--- config.mk ---
export PLATFORM = sky130hd
export DESIGN_NAME = fsmc_mux_master_flat
export DESIGN_NICKNAME = d
export VERILOG_FILES = /design/src/rtl/fsmc_mux_master_if.sv /design/src/rtl/fsmc_mux_master.sv /design/src/flat_wrapper.sv
export SDC_FILE = /design/constraint.sdc
export NUM_CORES = 1
export LEC_CHECK = 0
export BUFFER_PORTS_ARGS = -buffer_cell sky130_fd_sc_hd__buf_2
export CORE_AREA = 2 2 82 84
export DETAILED_ROUTE_END_ITERATION = 10
export DIE_AREA = 0 0 84 86
export PLACE_DENSITY = 0.81
export SLEW_MARGIN = 15
export SYNTH_ARGS = -nofsm -noshare
export SYNTH_HDL_FRONTEND = slang
export SYNTH_SLANG_ARGS = --single-unit
export TNS_END_PERCENT = 50
--- constraint.sdc ---
create_clock -name clk -period 5.15 [get_ports clk]
set_input_delay 1.03 -clock clk [delete_from_list [all_inputs] [get_ports clk]]
set_output_delay 1.03 -clock clk [all_outputs]
set_load 0.01 [all_outputs]
--- src/rtl/fsmc_mux_master_if.sv ---
// Bundle of the host-side req/ack handshake and the multiplexed FSMC-style bus
// pins used by fsmc_mux_master.
//   master modport: the bus initiator (drives strobes, AD, host responses)
//   slave modport : the host/peripheral side (drives req/we/addr/wdata, AD input)
// Host side : req, we, addr[16:0], wdata[15:0] -> ready, done, rdata[15:0]
// Bus side  : ad_out[15:0], ad_oe, a16, ne, nadv, noe, nwe (active-low strobes), ad_in[15:0]
interface fsmc_mux_master_if;
  logic        req;
  logic        we;
  logic [16:0] addr;
  logic [15:0] wdata;
  logic        ready;
  logic        done;
  logic [15:0] rdata;
  logic [15:0] ad_out;
  logic        ad_oe;
  logic [15:0] ad_in;
  logic        a16;
  logic        ne;
  logic        nadv;
  logic        noe;
  logic        nwe;

  modport master (
    input  req, we, addr, wdata, ad_in,
    output ready, done, rdata, ad_out, ad_oe, a16, ne, nadv, noe, nwe
  );

  modport slave (
    output req, we, addr, wdata, ad_in,
    input  ready, done, rdata, ad_out, ad_oe, a16, ne, nadv, noe, nwe
  );
endinterface

--- src/rtl/fsmc_mux_master.sv ---
// fsmc_mux_master: turns a single-word req/ack transaction into one complete
// multiplexed-address bus cycle: address phase (NE, NADV low, address on AD,
// A16), address hold (NADV high), data phase (NOE or NWE low), turnaround,
// then a one-cycle done pulse. A req seen in the done cycle starts the next
// address phase immediately.
// Ports:
//   clk  - system clock, rising edge
//   rst  - synchronous active-high reset
//   bus  - fsmc_mux_master_if.master (host handshake + bus pins)
// All outputs come straight from flops.
module fsmc_mux_master #(
  parameter int unsigned ADDSET  = 2,
  parameter int unsigned ADDHLD  = 1,
  parameter int unsigned DATAST  = 4,
  parameter int unsigned BUSTURN = 1
) (
  input logic                 clk,
  input logic                 rst,
  fsmc_mux_master_if.master   bus
);

  localparam int unsigned CW = 16;

  typedef enum logic [2:0] {IDLE, ADDR, HOLD, DATA, TURN, DONE} state_t;

  state_t          state_q, state_d;
  logic [CW-1:0]   cnt_q, cnt_d;
  logic            op_we_q, op_we_d;
  logic [15:0]     op_wdata_q, op_wdata_d;

  logic            ne_q, ne_d;
  logic            nadv_q, nadv_d;
  logic            noe_q, noe_d;
  logic            nwe_q, nwe_d;
  logic            ad_oe_q, ad_oe_d;
  logic [15:0]     ad_out_q, ad_out_d;
  logic            a16_q, a16_d;
  logic            ready_q, ready_d;
  logic            done_q, done_d;
  logic [15:0]     rdata_q, rdata_d;

  // Outputs are registered, so each branch sets the pin values belonging to
  // the state being entered at this edge; staying in a state holds them.
  always_comb begin
    state_d    = state_q;
    cnt_d      = cnt_q;
    op_we_d    = op_we_q;
    op_wdata_d = op_wdata_q;
    ne_d       = ne_q;
    nadv_d     = nadv_q;
    noe_d      = noe_q;
    nwe_d      = nwe_q;
    ad_oe_d    = ad_oe_q;
    ad_out_d   = ad_out_q;
    a16_d      = a16_q;
    ready_d    = ready_q;
    done_d     = 1'b0;
    rdata_d    = rdata_q;

    unique case (state_q)
      IDLE, DONE: begin
        if (bus.req) begin
          state_d    = ADDR;
          cnt_d      = CW'(ADDSET - 1);
          op_we_d    = bus.we;
          op_wdata_d = bus.wdata;
          ne_d       = 1'b0;
          nadv_d     = 1'b0;
          ad_oe_d    = 1'b1;
          ad_out_d   = bus.addr[15:0];
          a16_d      = bus.addr[16];
          ready_d    = 1'b0;
        end else begin
          state_d = IDLE;
          a16_d   = 1'b0;
          ready_d = 1'b1;
        end
      end
      ADDR: begin
        if (cnt_q == '0) begin
          state_d = HOLD;
          cnt_d   = CW'(ADDHLD - 1);
          nadv_d  = 1'b1;
        end else begin
          cnt_d = cnt_q - CW'(1);
        end
      end
      HOLD: begin
        if (cnt_q == '0) begin
          state_d = DATA;
          cnt_d   = CW'(DATAST - 1);
          if (op_we_q) begin
            ad_out_d = op_wdata_q;
            ad_oe_d  = 1'b1;
            nwe_d    = 1'b0;
          end else begin
            ad_oe_d = 1'b0;
            noe_d   = 1'b0;
          end
        end else begin
          cnt_d = cnt_q - CW'(1);
        end
      end
      DATA: begin
        if (cnt_q == '0) begin
          state_d = TURN;
          cnt_d   = CW'(BUSTURN - 1);
          ne_d    = 1'b1;
          noe_d   = 1'b1;
          nwe_d   = 1'b1;
          ad_oe_d = 1'b0;
          if (!op_we_q) rdata_d = bus.ad_in;
        end else begin
          cnt_d = cnt_q - CW'(1);
        end
      end
      TURN: begin
        if (cnt_q == '0) begin
          state_d = DONE;
          done_d  = 1'b1;
          ready_d = 1'b1;
          a16_d   = 1'b0;
        end else begin
          cnt_d = cnt_q - CW'(1);
        end
      end
      default: state_d = IDLE;
    endcase
  end

  always_ff @(posedge clk) begin
    if (rst) begin
      state_q    <= IDLE;
      cnt_q      <= '0;
      op_we_q    <= 1'b0;
      op_wdata_q <= '0;
      ne_q       <= 1'b1;
      nadv_q     <= 1'b1;
      noe_q      <= 1'b1;
      nwe_q      <= 1'b1;
      ad_oe_q    <= 1'b0;
      ad_out_q   <= '0;
      a16_q      <= 1'b0;
      ready_q    <= 1'b1;
      done_q     <= 1'b0;
      rdata_q    <= '0;
    end else begin
      state_q    <= state_d;
      cnt_q      <= cnt_d;
      op_we_q    <= op_we_d;
      op_wdata_q <= op_wdata_d;
      ne_q       <= ne_d;
      nadv_q     <= nadv_d;
      noe_q      <= noe_d;
      nwe_q      <= nwe_d;
      ad_oe_q    <= ad_oe_d;
      ad_out_q   <= ad_out_d;
      a16_q      <= a16_d;
      ready_q    <= ready_d;
      done_q     <= done_d;
      rdata_q    <= rdata_d;
    end
  end

  assign bus.ne     = ne_q;
  assign bus.nadv   = nadv_q;
  assign bus.noe    = noe_q;
  assign bus.nwe    = nwe_q;
  assign bus.ad_oe  = ad_oe_q;
  assign bus.ad_out = ad_out_q;
  assign bus.a16    = a16_q;
  assign bus.ready  = ready_q;
  assign bus.done   = done_q;
  assign bus.rdata  = rdata_q;

endmodule

--- src/flat_wrapper.sv ---
// flat-port wrapper written by rule: the top's interface ports become plain ports
module fsmc_mux_master_flat 
#(
  parameter int unsigned ADDSET  = 2,
  parameter int unsigned ADDHLD  = 1,
  parameter int unsigned DATAST  = 4,
  parameter int unsigned BUSTURN = 1
)
  (clk, rst, bus_req, bus_we, bus_addr, bus_wdata, bus_ad_in, bus_ready, bus_done, bus_rdata, bus_ad_out, bus_ad_oe, bus_a16, bus_ne, bus_nadv, bus_noe, bus_nwe);
  fsmc_mux_master_if bus_i ();
  input logic clk;
  input logic rst;
  input wire logic [$bits(bus_i.req)-1:0] bus_req;
  input wire logic [$bits(bus_i.we)-1:0] bus_we;
  input wire logic [$bits(bus_i.addr)-1:0] bus_addr;
  input wire logic [$bits(bus_i.wdata)-1:0] bus_wdata;
  input wire logic [$bits(bus_i.ad_in)-1:0] bus_ad_in;
  output wire logic [$bits(bus_i.ready)-1:0] bus_ready;
  output wire logic [$bits(bus_i.done)-1:0] bus_done;
  output wire logic [$bits(bus_i.rdata)-1:0] bus_rdata;
  output wire logic [$bits(bus_i.ad_out)-1:0] bus_ad_out;
  output wire logic [$bits(bus_i.ad_oe)-1:0] bus_ad_oe;
  output wire logic [$bits(bus_i.a16)-1:0] bus_a16;
  output wire logic [$bits(bus_i.ne)-1:0] bus_ne;
  output wire logic [$bits(bus_i.nadv)-1:0] bus_nadv;
  output wire logic [$bits(bus_i.noe)-1:0] bus_noe;
  output wire logic [$bits(bus_i.nwe)-1:0] bus_nwe;
  assign bus_i.req = bus_req;
  assign bus_i.we = bus_we;
  assign bus_i.addr = bus_addr;
  assign bus_i.wdata = bus_wdata;
  assign bus_i.ad_in = bus_ad_in;
  assign bus_ready = bus_i.ready;
  assign bus_done = bus_i.done;
  assign bus_rdata = bus_i.rdata;
  assign bus_ad_out = bus_i.ad_out;
  assign bus_ad_oe = bus_i.ad_oe;
  assign bus_a16 = bus_i.a16;
  assign bus_ne = bus_i.ne;
  assign bus_nadv = bus_i.nadv;
  assign bus_noe = bus_i.noe;
  assign bus_nwe = bus_i.nwe;
  fsmc_mux_master #(.ADDSET(ADDSET), .ADDHLD(ADDHLD), .DATAST(DATAST), .BUSTURN(BUSTURN)) u_core (.clk(clk), .rst(rst), .bus(bus_i));
endmodule
# Word level (Yosys, flattened, before mapping)
# Cells that the tools add are included.
[word_totals] register_bits=76 latch_bits=0 ramBits=0 rom_bits=0 inputBits=53 output_inout_bits=40 wordCells=88 memories=0
[classes] add_sub_neg=1 mul=0 div_mod_pow=0 n_lt_le_gt_ge=0 eq_ne=13 n_shift=0 mux=35 bitwise=2 n_reduce_logical=23
[ops] operator="two-way mux 16 bit" n=7
[ops] operator="case mux 16 bit (4 select lines)" n=1
[ops] operator="case mux 16 bit (2 select lines)" n=1
[ops] operator="AND reduction 4 bit" n=5
[ops] operator="zero test 16 bit" n=1
[ops] operator="subtractor 16 x 1 -> 16 bit, second input constant" n=1
[ops] operator="case mux 3 bit (5 select lines)" n=1
[ops] operator="two-way mux 1 bit" n=14
[ops] operator="two-way mux 3 bit" n=4
[ops] operator="case mux 1 bit (2 select lines)" n=6
[ops] operator="AND reduction 3 bit" n=4
[ops] operator="!= test 2 x 1 -> 1 bit, second input constant" n=5
[ops] operator="nonzero test 2 bit" n=5
[ops] operator="== test 3 x 2 -> 1 bit, second input constant" n=2
[ops] operator="== test 3 bit, second input constant" n=2
[ops] operator="!= test 2 bit, second input constant" n=3
[ops] operator="OR reduction 2 bit" n=3
[ops] operator="AND reduction 2 bit" n=2
[ops] operator="nonzero test 4 bit" n=1
[ops] operator="== test 3 x 1 -> 1 bit, second input constant" n=1
[ops] operator="zero test 3 bit" n=1
[ops] operator="case mux 1 bit (3 select lines)" n=1
[ops] operator="nonzero test 3 bit" n=1
[ops] operator="NOT 1 bit" n=2

# Longest topological paths before layout
# Gate-level depths: netlist of run 1.
[logic_depth] depth_word=4 mapped_depth=10 depth_no_buf=7

# Worst setup path before layout of run 1
# OpenSTA, ideal clock, no wires.
[synth_timing] kind="input-to-reg" startpoint="in bus_req" endpoint="reg u_core.cnt_q[13]" setup_ns=0.070 t_arrival_ns=2.055 required_ns=5.080 slack_ns=3.025 cell_stages=5 path_buffers=0 cell_sequence="nor2b_1 -> o21ai_1 -> nand4_1 -> or4_1 -> a21oi_1"
[synth_between] elab_chain_len=2
[synth_lines] item="start, declared" line="flat_wrapper.sv:13" source="input wire logic [$bits(bus_i.req)-1:0] bus_req;"
[synth_lines] item="!= test 2 bit (no source line)"
[synth_lines] item="AND reduction 3 bit (no source line)"
[synth_lines] item="end signal, assigned" line="fsmc_mux_master.sv:149" source="cnt_q <= cnt_d;"
[synth_lines] item="end, declared" line="fsmc_mux_master.sv:27" source="logic [CW-1:0] cnt_q, cnt_d;"
# No other way between the ends.
# A chain may end at the register's enable or synchronous reset.

# Worst setup path in the final report of run 1
[layout_timing] startpoint="reg u_core.cnt_q[0]" endpoint="reg u_core.rdata_q[4], in the netlist u_core.bus.rdata[4]"
[layout_between] elab_chain_len=2
[layout_lines] item="zero test 16 bit" line="fsmc_mux_master.sv:105" source="if (cnt_q == '0) begin"
[layout_lines] item="AND reduction 3 bit (no source line)"
[layout_lines] item="end signal, assigned" line="fsmc_mux_master.sv:161" source="rdata_q <= rdata_d;"
[layout_lines] item="end, declared" line="fsmc_mux_master.sv:40" source="logic [15:0] rdata_q, rdata_d;"
# No other way between the ends.

==> summary.md, run 1 <==
| Metric | Value |
|---|---|
| Yosys reg bits | 76 |
| Setup WS post-layout | 2520 ps |
| Flop pwr share | 35.7% |
| Hold_ws | 451 ps |
| Pwr Total | 2.54 mW |
| Post-synthesis net count | 456 |
| Dpl ws | 2300 ps |
| Clock tree from TritonCTS | yes |
| Final ANT Viol Nets | 0 |
| DR iter-0 viols | 184 |
| Yosys cell types | 48 |
| Fraction of final layout cells sized beyond drive strength 1 | 24.6% |
| HPWL after DPL | 5420 um |
| Synth async-reset ratio | 0% |
| Fmax | 0.380 GHz |
| Final period utilization | 51.1% |
| TritonRoute pass-1 iters | 4 |
| Post-CTS setup buffer count | 0 |
| Initial antenna violation count | 0 |
| Slew margin rel. | 50.4% |
| Yosys warnings | 0 |
| Row count | 29 |
| Switching fraction of total power | 41.4% |
| Wire length per cell | 14.4 um |
| Layout Skew | 7.63 ps |
| Nets@finish | 533 |
| Crit path DAT | 2830 ps |
| Syn Inst Count | 402 |
| Setup TNS | 0 ps |
| CTS resizes | 0 |
| Internal | 1.49 mW |
| I/O pin total | 93 |
| Clock root buffer master | clkbuf_8 |
| Count of input and output buffers | 92 |
| Total grt overflow | 0 |
| Vias | 3108 |
| Hold Violations, Final | 0 |
| Core area | 6280 sq um |
| Combinational share of power | 43.9% |
| Max-slew violation count | 0 |
| Placed Area | 3780 sq um |
| CTS H-tree lvls | 3 |
| Critical Path RT | 5350 ps |
| R2r worst-path depth | 7 |
| Crit. End Element | flop |
| Post-route cell area | 4030 sq um |
| Status | completed |
| HP Class | flop to flop |
| DRC | 0 |
| Total track usage | 22.1% |
| Cell area power density | 631 nW/um^2 |
| Critical Path Source Type | flop |
| GPL Wtd Cong | 0.922 |
| First-pass GRT wire length | 13000 um |
| Most used DFF post-synth | dfxtp_1 |
| Final setup viols | 0 |
| P&R area growth vs syn | 20.4% |
| Area of the multi-input gates | 1680 sq um |
| Slew at the pin with the worst max-slew slack | 739 ps |
| TritonCTS Buffers | 9 |
| Crit path max fanout | 16 |
| Skew-Pair Late Insertion Delay | 340 ps |
| Seq. cell area | 1520 sq um |
| Unrepaired setup endpoints after global routing | no |
| Largest net degree at the start of global routing | 35 |
| Die Ht | 86 um |
| Hold path depth | 2 |
| Clk network pwr share | 20.4% |
| Fill cell count | 546 |
| Die Span X | 84 um |
| Maximum VDD drop | 0.345 mV |
| Detailed Route WL | 8060 um |
| Hold buffers post-CTS | 0 |
| Vias in the first global route | 2896 |
| Synthesized cell area | 3350 sq um |
| CTS clk-pin slew, worst paths | 80 ps |
| Ant diodes | 0 |
| Post-layout min period | 2630 ps |
| NetSw | 1.05 mW |
| Register area share after synthesis | 45.4% |
| CTS max path bufs | 2 |
| Area of the die | 7220 sq um |
| Syn_area_per_cell | 8.33 sq um |
| Post-synth EDFFs | 0 |
| Starting Density | 53.3% |
| Vias/cell | 5.54 |
| Max_cap viols | 0 |
| Clock Sinks | 76 |
| Leakage | 1.66 nW |
| Crit Path Class | flop to flop |
[cell usage after synthesis (2+ instances only)]
library cell | number | area [sq um]
or4_1 | 11 | 82.6
and3_1 | 2 | 12.5
nor2_1 | 27 | 101
nor3_1 | 8 | 40.0
a211oi_1 | 17 | 128
o22ai_1 | 2 | 12.5
nand2b_1 | 3 | 18.8
xnor2_1 | 2 | 17.5
and4_1 | 2 | 17.5
a31oi_1 | 2 | 12.5
inv_1 | 5 | 18.8
nand4_1 | 3 | 18.8
buf_1 | 2 | 7.51
mux2i_1 | 17 | 170
buf_4 | 3 | 22.5
nand3_1 | 4 | 20.0
or3_1 | 9 | 56.3
clkbuf_1 | 13 | 48.8
nor2b_1 | 4 | 25.0
o21ai_0 | 6 | 30.0
nor4_1 | 3 | 18.8
or2_2 | 3 | 18.8
a21oi_1 | 53 | 265
buf_2 | 9 | 45.0
nand2_1 | 81 | 304
o31ai_1 | 14 | 105
dfxtp_1 | 76 | 1520
[per-stage QoR]
step / utilization, % / cells
5_1_grt: 64.2 / 561
3_3_place_gp: 60.3 / 545
6_report: 64.2 / 561
2_1_floorplan: - / 402
4_1_cts: 64.0 / 561
3_5_place_dp: 60.3 / 545
[registers in the layout (all words and copies together) (netlist names)]
register and cells:
u_core.bus.ready 1, u_core.bus.a16 1, u_core.bus.ne 1, u_core.bus.done 1, u_core.bus.noe 1, u_core.bus.ad_out 16
u_core.bus.rdata 16, u_core.bus.nwe 1, u_core.op_wdata_q 16, u_core.op_we_q 1, u_core.bus.nadv 1, u_core.bus.ad_oe 1
u_core.cnt_q 16, u_core.state_q 3
[power by group through the flow]
stage	logic (mW)	registers, mW	clock network, mW
2_1_floorplan	0.844	0.901	0
3_3_place_gp	1.06	0.910	0
3_5_place_dp	1.09	0.917	0
4_1_cts	1.10	0.903	0.530
5_1_grt	1.24	0.934	0.557
6_report	1.12	0.909	0.519
[layout by cell type, fill, tap and decap left out, types with 3 or more instances in the layout]
cell      instances
a21oi_1          53
a211oi_1         17
or3_1             9
nor2_1           27
nor3_1            8
mux2i_1          17
dfxtp_1          76
o31ai_1          14
nand2b_1          3
or2_2             3
nor2b_1           4
o21ai_0           6
clkbuf_8         11
or4_1            11
buf_2            92
inv_1             5
nand3_1           4
nand4_1           3
nand2_1          81
nor4_1            3
[per-layer routing]
| metal | up-vias | track usage (%) | wire (um) |
|---|---|---|---|
| met3 | 10 | 4.62 | 488 |
| met2 | 99 | 36.3 | 3800 |
| met4 | 0 | 9.53 | 122 |
| li1 | 1582 | - | - |
| met5 | - | 0 | 0 |
| met1 | 1417 | 28.4 | 3650 |
[kinds of logic (layout without fill, tap and decap cells)]
kind of cell               count (synthesis)  in the layout  share of synthesized area, %
adders and majority gates                  1              1                         0.374
muxes                                     17             17                          5.08
DFF                                       76             76                          45.4
and+or+nand+nor                          169            169                          24.9
buffers and inverters                     33            115                          4.60
xor gates and xnor gates                   3              3                         0.785
AOI/OAI and AO/OA                        103            103                          18.8
[path summary, 6_finish.rpt]
path                              from                    to  slack, ps
setup / recovery       u_core.cnt_q[0]   u_core.bus.rdata[4]       2520
hold reg to reg   u_core.bus.rdata[15]  u_core.bus.rdata[15]        450
hold / removal    u_core.bus.rdata[15]  u_core.bus.rdata[15]        450
setup reg to reg       u_core.cnt_q[0]   u_core.bus.rdata[4]       2520
[worst max-delay path: stages (launching register included)]
cell	delay [ps]
dfxtp_1	360
inv_1	90
ha_1	210
nor4b_2	370
and4_1	470
nand4b_1	650
nand2_1	260
a21oi_1	80
[area by class of cell]
type,count,area share (%)
Tap cell,77,2.39
Multi-Input combinational cell,293,41.8
Clock buffer,11,3.76
Sequential cell,76,37.8
Inverter,5,0.466
Timing Repair Buffer,94,11.8
Clock inverter,5,2.05
Note: power is estimated with default switching activity, not from simulation.
==> run 2: changes to the inputs <==
--- a/config.mk
+++ b/config.mk
@@ -5,11 +5,12 @@
 export SDC_FILE = /design/constraint.sdc
 export NUM_CORES = 1
 export LEC_CHECK = 0
+export ABC_AREA = 1
 export BUFFER_PORTS_ARGS = -buffer_cell sky130_fd_sc_hd__buf_2
-export CORE_AREA = 2 2 82 84
+export CORE_AREA = 2 2 84 86
 export DETAILED_ROUTE_END_ITERATION = 10
-export DIE_AREA = 0 0 84 86
-export PLACE_DENSITY = 0.81
+export DIE_AREA = 0 0 86 88
+export PLACE_DENSITY = 0.78
 export SLEW_MARGIN = 15
 export SYNTH_ARGS = -nofsm -noshare
 export SYNTH_HDL_FRONTEND = slang
==> constraint.sdc (replaced) <==
create_clock -name clk -period 2.45 [get_ports clk]
set_input_delay 0.49 -clock clk [delete_from_list [all_inputs] [get_ports clk]]
set_output_delay 0.49 -clock clk [all_outputs]
set_load 0.01 [all_outputs]
==> summary.md, run 2 <==
| Metric | Value |
|---|---|
| Post-layout min period | 2040 ps |
| First-pass GRT wire length | 13200 um |
| Count of input and output buffers | 92 |
| Final period utilization | 83.4% |
| Total grt overflow | 0 |
| HP Class | primary input to flop |
| Setup TNS | 0 ps |
| DR iter-0 viols | 231 |
| Total track usage | 21.9% |
| TritonRoute pass-1 iters | 6 |
| CP dominant cell by count | inv_2 |
| Area of the die | 7570 sq um |
| Max_cap viols | 0 |
| I/O pin total | 93 |
| Syn_area_per_cell | 6.75 sq um |
| DRC | 0 |
| CTS max path bufs | 2 |
| Cell area power density | 1380 nW/um^2 |
| Starting Density | 50.8% |
| Post-synthesis net count | 554 |
| Post-synth EDFFs | 0 |
| TritonCTS Buffers | 9 |
| Crit. End Element | flop |
| Detailed Route WL | 8070 um |
| Vias in the first global route | 2957 |
| Most used DFF post-synth | dfxtp_1 |
| Clock Sinks | 76 |
| Ant diodes | 0 |
| Hold Violations, Final | 0 |
| Yosys warnings | 0 |
| Wire length per cell | 12.0 um |
| Synth top area cells | dfxtp_1 45%, nand2_1 12%, nor2_1 11% |
| Register area share after synthesis | 45.1% |
| Vias/cell | 5.00 |
| Synthesized cell area | 3380 sq um |
| Max-slew violation count | 0 |
| Hold buffers post-CTS | 0 |
| HPWL after DPL | 5780 um |
| Largest net degree at the start of global routing | 53 |
| CTS resizes | 0 |
| Fmax | 0.490 GHz |
| CTS H-tree lvls | 3 |
| Final setup viols | 0 |
| Count leader, synth | nand2_1 |
| Crit path DAT | 2280 ps |
| Leading cell types by count after synthesis | 112 x nand2_1, 102 x nor2_1, 76 x dfxtp_1, 58 x o21ai_0, 46 x inv_1 |
| Final ANT Viol Nets | 0 |
| Most frequent cells in the layout | 112 x nand2_1, 102 x nor2_1, 92 x buf_2, 76 x dfxtp_1, 58 x o21ai_0 |
| Synth async-reset ratio | 0% |
| Yosys cell types | 25 |
| Layout Skew | 9.94 ps |
| Worst-path cell chain | inv_2 -> nand2_1 -> inv_2 -> nor2_2 -> nand2_2 -> nand2_4 -> nand2_2 -> inv_2 -> nand3_1 -> nand2_1 -> nor2_1 |
| Non-Filler Instances | 671 |
| R2r worst-path depth | 11 |
| Vias | 3355 |
| Row count | 30 |
| Crit path max fanout | 25 |
| Critical Path Source Type | flop |
| Post-CTS setup buffer count | 0 |
| Slew margin rel. | 61.7% |
| P&R area growth vs syn | 21.0% |
| Initial antenna violation count | 0 |
| Fill cell count | 610 |
| CTS clk-pin slew, worst paths | 80 ps |
| Critical Path RT | 2690 ps |
| Yosys reg bits | 76 |
| Crit Path Class | flop to flop |
| Commonest non-fill, non-tap cell in the layout | nand2_1 |
| Die Span X | 86 um |
| Slew at the pin with the worst max-slew slack | 574 ps |
| Largest area contributor in the netlist | dfxtp_1 |
| Leakage | 2.02 nW |
| GPL Wtd Cong | 0.868 |
| Share of the synthesized area in the top cell type | 45.1% |
| Syn Inst Count | 500 |
| Clock root buffer master | clkbuf_8 |
| Die Ht | 88 um |
| Hold path depth | 3 |
| Fraction of final layout cells sized beyond drive strength 1 | 22.0% |
| Core area | 6640 sq um |
| Dpl cells | 655 |
| Critical path's largest stage delay | 400 ps |
| Skew-Pair Late Insertion Delay | 350 ps |
| Clock tree from TritonCTS | yes |
| Maximum VDD drop | 0.496 mV |
| Unrepaired setup endpoints after global routing | no |
| Critical-path top delay cell | dfxtp_1 |
| Status | completed |
| Nets@finish | 640 |
-- run 2: kinds of logic after synthesis --
| family | after synthesis | share of synthesized area [%] |
|---|---|---|
| AO/OA/AOI/OAI | 94 | 14.4 |
| XOR/XNOR | 2 | 0.519 |
| AND/OR/NAND/NOR | 254 | 30.8 |
| flip-flops | 76 | 45.1 |
| adder cells (fa/ha/maj) | 1 | 0.371 |
| buffers and inverters | 73 | 8.90 |
-- run 2: layout make-up --
cell class                      count  area [sq um]  area share, %
Sequential cell                    76          1520           37.2
Timing Repair Buffer               96           490           12.0
Tap cell                           80           100           2.45
Clock buffer                        9           124           3.03
Clock inverter                      7           100           2.45
Multi-Input combinational cell    351          1550           38.0
Inverter                           52           195           4.78
-- run 2: worst paths after layout --
path              slack [ps]                start              endpoint
setup / recovery         410    u_core.state_q[2]      u_core.cnt_q[12]
hold / removal           400         bus_wdata[6]  u_core.op_wdata_q[6]
setup reg to reg         410    u_core.state_q[2]      u_core.cnt_q[12]
hold reg to reg          440  u_core.bus.rdata[5]   u_core.bus.rdata[5]
-- run 2: worst max-delay path, delay by kind of cell, from the launching register on --
family / cells / cell delay [ps]
buffers and inverters: 3 / 380
DFF: 1 / 400
and+or+nand+nor: 8 / 1160
-- run 2: power breakdown --
group | internal, mW | switching, mW
logic | 0.881 | 1.88
clock network | 0.580 | 0.479
registers | 1.60 | 0.222
-- run 2: through the flow --
step	cell area (sq um)	hold slack (ps)	util [%]	setup slack, ps	power, mW
after floorplan	3380	425	-	885	3.87
after global placement	3860	429	58.1	559	4.46
after detailed placement	3860	432	58.1	485	4.54
after CTS	4090	389	61.5	472	5.62
after global routing	4090	416	61.5	217	6.12
final	4090	395	61.5	408	5.63
-- run 2: routing by layer --
metal | vias to the layer above | track usage [%] | wire [um]
met5 | - | 0 | 0
met4 | 0 | 10.4 | 197
met3 | 18 | 5.56 | 554
met2 | 115 | 35.0 | 3640
met1 | 1472 | 27.8 | 3690
li1 | 1750 | - | -
